### src/rtl/sar_pkg.sv
`default_nettype none
//=== sar_pkg -- shared FSM state type, encodings and width helper ===
//=== rev 1.0 ===
package sar_pkg;

  localparam int STATE_W = 2;

  localparam logic [STATE_W-1:0] ENC_IDLE    = 2'd0;
  localparam logic [STATE_W-1:0] ENC_SAMPLE  = 2'd1;
  localparam logic [STATE_W-1:0] ENC_CONVERT = 2'd2;
  localparam logic [STATE_W-1:0] ENC_DONE    = 2'd3;

  typedef enum logic [STATE_W-1:0] {
    ST_IDLE    = ENC_IDLE,
    ST_SAMPLE  = ENC_SAMPLE,
    ST_CONVERT = ENC_CONVERT,
    ST_DONE    = ENC_DONE
  } sar_state_e;

  // Bits needed to index n items, never less than one.
  function automatic int clog2(input int n);
    int r;
    r = 0;
    while ((1 << r) < n) r = r + 1;
    if (r < 1) r = 1;
    return r;
  endfunction

endpackage
`default_nettype wire

### src/rtl/sar_bit_engine.sv
`default_nettype none
//=== sar_bit_engine -- successive-approximation trial register and bit index ===
//=== rev 1.0 ===
module sar_bit_engine
  import sar_pkg::*;
#(
  parameter int WIDTH = 8
) (
  input  logic             clk,
  input  logic             rst_n,
  input  logic             load,
  input  logic             step,
  input  logic             comp,
  output logic [WIDTH-1:0] code,
  output logic [WIDTH-1:0] next_code,
  output logic             last
);

  localparam int              IW       = clog2(WIDTH);
  localparam logic [IW-1:0]   IDX_MSB  = IW'(WIDTH - 1);
  localparam logic [IW-1:0]   IDX_ONE  = IW'(1);
  localparam logic [WIDTH-1:0] CODE_MSB = {1'b1, {(WIDTH-1){1'b0}}};

  logic [IW-1:0] idx;

  // Resolve the current bit from the comparator and arm the next lower trial bit.
  always_comb begin
    next_code      = code;
    next_code[idx] = comp;
    if (idx != '0) next_code[idx - IDX_ONE] = 1'b1;
  end

  assign last = (idx == '0);

  always_ff @(posedge clk or negedge rst_n) begin
    if (!rst_n) begin
      code <= '0;
      idx  <= '0;
    end else if (load) begin
      code <= CODE_MSB;
      idx  <= IDX_MSB;
    end else if (step) begin
      code <= next_code;
      if (!last) idx <= idx - IDX_ONE;
    end else begin
      code <= '0;
      idx  <= '0;
    end
  end

endmodule
`default_nettype wire

### src/rtl/sar_scan_ctrl.sv
`default_nettype none
//=== sar_scan_ctrl -- SAR conversion sequencer with channel scan and continuous mode ===
//=== rev 1.0 ===
module sar_scan_ctrl
  import sar_pkg::*;
#(
  parameter int WIDTH         = 8,
  parameter int NCH           = 4,
  parameter int SAMPLE_CYCLES = 2
) (
  input  logic                   clk,
  input  logic                   rst_n,
  input  logic                   start,
  input  logic                   cont,
  input  logic                   scan,
  input  logic [clog2(NCH)-1:0]  ch_sel_in,
  input  logic                   abort,
  input  logic                   comp,
  output logic [WIDTH-1:0]       dac_code,
  output logic                   sample,
  output logic [clog2(NCH)-1:0]  ch_sel,
  output logic                   busy,
  output logic [WIDTH-1:0]       result,
  output logic [clog2(NCH)-1:0]  result_ch,
  output logic                   done
);

  localparam int               CHW       = clog2(NCH);
  localparam logic [CHW-1:0]   CH_LAST   = CHW'(NCH - 1);
  localparam logic [CHW-1:0]   CH_ONE    = CHW'(1);
  localparam logic [3:0]       SAMP_LAST = 4'(SAMPLE_CYCLES - 1);

  sar_state_e       state, state_d;
  logic [3:0]       samp_cnt;
  logic [CHW-1:0]   ch_next;
  logic             eng_load, eng_step, eng_last;
  logic [WIDTH-1:0] eng_code, eng_next;

  sar_bit_engine #(.WIDTH(WIDTH)) u_engine (
    .clk       (clk),
    .rst_n     (rst_n),
    .load      (eng_load),
    .step      (eng_step),
    .comp      (comp),
    .code      (eng_code),
    .next_code (eng_next),
    .last      (eng_last)
  );

  always_comb begin
    state_d  = state;
    busy     = 1'b0;
    sample   = 1'b0;
    done     = 1'b0;
    eng_load = 1'b0;
    eng_step = 1'b0;
    case (state)
      ST_IDLE: begin
        if (start && !abort) state_d = ST_SAMPLE;
      end
      ST_SAMPLE: begin
        busy   = 1'b1;
        sample = 1'b1;
        if (abort) begin
          state_d = ST_IDLE;
        end else if (samp_cnt == SAMP_LAST) begin
          state_d  = ST_CONVERT;
          eng_load = 1'b1;
        end
      end
      ST_CONVERT: begin
        busy = 1'b1;
        if (abort) begin
          state_d = ST_IDLE;
        end else begin
          eng_step = 1'b1;
          if (eng_last) state_d = ST_DONE;
        end
      end
      ST_DONE: begin
        busy    = 1'b1;
        done    = 1'b1;
        state_d = (cont && !abort) ? ST_SAMPLE : ST_IDLE;
      end
      default: state_d = ST_IDLE;
    endcase
  end

  assign ch_next  = (ch_sel == CH_LAST) ? '0 : ch_sel + CH_ONE;
  // Trial register is cleared outside CONVERT, so this is zero in IDLE and SAMPLE.
  assign dac_code = eng_code;

  always_ff @(posedge clk or negedge rst_n) begin
    if (!rst_n) begin
      state     <= ST_IDLE;
      samp_cnt  <= '0;
      ch_sel    <= '0;
      result    <= '0;
      result_ch <= '0;
    end else begin
      state    <= state_d;
      samp_cnt <= (state == ST_SAMPLE && state_d == ST_SAMPLE) ? samp_cnt + 4'd1 : 4'd0;
      if (state == ST_IDLE && state_d == ST_SAMPLE) begin
        ch_sel <= ch_sel_in;
      end else if (state == ST_DONE && scan) begin
        ch_sel <= ch_next;
      end
      if (state == ST_CONVERT && state_d == ST_DONE) begin
        result    <= eng_next;
        result_ch <= ch_sel;
      end
    end
  end

endmodule
`default_nettype wire

### config.mk
export PLATFORM = sky130hd
export DESIGN_NAME = sar_scan_ctrl
export DESIGN_NICKNAME = d
export VERILOG_FILES = /design/src/rtl/sar_pkg.sv /design/src/rtl/sar_bit_engine.sv /design/src/rtl/sar_scan_ctrl.sv
export SDC_FILE = /design/constraint.sdc
export NUM_CORES = 1
export LEC_CHECK = 0
export BUFFER_PORTS_ARGS = -buffer_cell sky130_fd_sc_hd__buf_2
export CAP_MARGIN = 20
export CELL_PAD_IN_SITES_DETAIL_PLACEMENT = 1
export CELL_PAD_IN_SITES_GLOBAL_PLACEMENT = 2
export CORE_UTILIZATION = 36
export CTS_CLUSTER_DIAMETER = 40
export DETAILED_ROUTE_END_ITERATION = 10
export HOLD_SLACK_MARGIN = 0.05
export PLACE_DENSITY_LB_ADDON = 0.12
export SKIP_LAST_GASP = 1
export SLEW_MARGIN = 30
export SYNTH_ARGS = -nofsm -noshare
export SYNTH_HDL_FRONTEND = slang
export SYNTH_SLANG_ARGS = --single-unit
### constraint.sdc
create_clock -name clk -period 4.6 [get_ports clk]
set_input_delay 0.23 -clock clk [delete_from_list [all_inputs] [get_ports clk]]
set_output_delay 0.23 -clock clk [all_outputs]
set_load 0.005 [all_outputs]
==> results.ini <==
[routing]
vias=1119
wire_per_inst_um=14.3
drtIter0Drc=50
detail_route.first_pass.iterations=4
drc=0
totalWireLength_um=3120
final_antenna_net_count=0
viasPerCell=5.13

[cts]
root_buffer=clkbuf_8
path_clk_slew_ps=60
clock-sinks=29
cts_buffers=5
clockBufferDepth=2
tritoncts=yes
clock_latency_ps=270
cts_setup_buffers=0
htreeDepth=2

[timing]
finalCritPeriodShare=0.491
drv_slew=0
rsz0062_at_grt=false
setup_tns_ps=0
fin_skew_ps=3.69
worst_slew_pin_slew_ps=671
setup_ws_ps=2340
final-setup-viol-count=0
period_needed_ps=2260
fmax_ghz=0.443
relSlewSlack=0.553
fin_hold_ws_ps=162
hold_viol_final=0

[synthesis]
synth.top_cell.area_share=0.497
synth_nets=151
synth.area.top_cells=dfrtp_1 50%, mux2i_1 5.5%, ha_1 4.3%, mux2_2 3.9%, nor2_1 2.6%
ys.warnings.count=0
synth_ff_type=dfrtp_1
ys_types=34
synth-seq-cells=29
ys_seq_area_frac=0.497
netlist_instances=137
synth-edff-count=0
syn_area_per_cell_um2=10.7
synthesis.area_um2=1460
async_reset_ff_frac=1.00
netlist.top_cell.by_area=dfrtp_1

[hold_path]
hold_start=ch_sel_in[0]
whs_path_depth=3
min_path_type=input pin to flop

[critical_path]
critPathMaxFanout=17
start_kind=flop
worstPathCellList=inv_1 -> ha_1 -> nand2b_1 -> or2_1 -> mux2_2
crit_path_start=u_engine.idx[0]
worstPathArrival_ps=2420
crit_required_ps=4760
max_stage_delay_ps=620
timing.rr.start=u_engine.idx[0]
critPathKind=flop to flop
end_kind=flop
r2r_cells=5
critPathSlowestCell=dfrtp_1

[power]
p_sw_frac=0.268
switching_power_mw=0.157
power.static_leakage_nw=0.895
power-per-cell-area_nw_per_um2=341
seqPwrFrac=0.508
clkPwrFrac=0.333
peakVddDrop_mv=0.174
finalPower_mw=0.586
p_int_mw=0.430
comb_power_share=0.160

[grt]
grt_max_degree=30
grt_pass1_wl_um=5440
grtUsageTotal=0.172
antenna_found_initial=0
overflow=0
grt_pass1_vias=1110

[die]
die_area_um2=4320
num_rows=22
io_pins=32
die_h_um=65.7
die_w_um=65.7
core-area_um2=3770
start_util=0.388

[layout]
finish.net_count=183
syn2layout_area_growth_pct=17.7
n_antenna_cell=0
fin_area_um2=1720
fin_util=0.456
layout-drive-gt1-share=0.271
fillers=442
stdcell_count=218

[flow_run]
max-cap-violations=0

[placement]
place_ws_ps=2320
hpwl_um=2310
gp_congestion=0.822
place_area_um2=1630
port_buffers=31
dpl.cell_count=209

[status]
status=complete, no violations

[logic make-up (layout without fill, tap and decap cells)]
group	count (synthesis)	in the layout	synth area share
AO/OA/AOI/OAI	26	26	0.110
XOR/XNOR	3	3	0.0180
adder cells (fa/ha/maj)	5	5	0.0428
buffers and inverters	12	45	0.0462
flip-flops	29	29	0.497
multiplexers	15	15	0.114
AND/OR/NAND/NOR	47	47	0.173
[sequential cells by signal, summed over array words and instances, names as in the netlist]
| name | count |
|---|---|
| ch_sel | 2 |
| result | 8 |
| result_ch | 2 |
| samp_cnt | 4 |
| state | 2 |
| u_engine.code | 8 |
| u_engine.idx | 3 |
[Yosys cell counts, types with 4 or more instances]
library cell / count
o21a_1: 4
mux2_2: 5
nand2b_1: 4
dfrtp_1: 29
o21ai_0: 7
and2_1: 5
nor3b_1: 5
ha_1: 5
nand2_1: 9
nor3_1: 4
inv_1: 5
a21oi_1: 6
nor2_1: 10
mux2i_1: 8
[path summary, 6_finish.rpt]
kind	slack [ps]	endpoint
min in group asynchronous	530	result[0]
max in group asynchronous	3650	result_ch[0]
max reg2reg	2340	result[4]
min	160	ch_sel[0]
min reg2reg	480	result[0]
max	2340	result[4]
[cell type report]
type | instances | area (um^2) | share of cell area
clock buffer | 6 | 72.6 | 0.0422
clock inverter | 2 | 10.0 | 0.00582
inverter | 5 | 18.8 | 0.0109
multi-input combinational | 96 | 668 | 0.388
sequential | 29 | 726 | 0.422
tap | 48 | 60.1 | 0.0349
timing repair buffer | 32 | 165 | 0.0960
[power by group through the flow]
stage                     registers, mW  logic, mW  clock network (mW)
after floorplan                   0.298     0.0581                   0
after global placement            0.301     0.0928                   0
after detailed placement          0.302     0.0959                   0
after CTS                         0.298     0.0968               0.202
after global routing              0.302      0.108               0.216
final                             0.298     0.0937               0.195
[per-layer routing]
metal | GRT usage | up-vias | share of wire
met5 | 0 | - | 0
met1 | 0.216 | 556 | 0.44
met3 | 0.0469 | 6 | 0.034
li1 | - | 536 | -
met2 | 0.282 | 21 | 0.51
met4 | 0.0571 | 0 | 0.013
[timing repair]
action,CTS,global route
resized for setup,0,0
hold buffers,1,0
endpoints found under the hold margin,29,0
[worst max-delay path: cells and delay by family (launching register included)]
kind                       cells  cell delay, ps
and+or+nand+nor                2             670
DFF                            1             620
buffers and inverters          1             160
muxes                          1             410
adders and majority gates      1             270
[placed cells by master, fill, tap and decap left out, drive strengths merged, types with 3 or more instances in the layout]
| cell | instances |
|---|---|
| nand3 | 3 |
| a21oi | 6 |
| nand2b | 4 |
| mux2 | 7 |
| inv | 5 |
| mux2i | 8 |
| nand2 | 9 |
| o21a | 4 |
| nor3b | 5 |
| nor2 | 10 |
| ha | 5 |
| and2 | 5 |
| clkbuf | 6 |
| o21ai | 8 |
| dfrtp | 29 |
| buf | 31 |
| nor3 | 4 |
(Power assumes the default switching activity.)
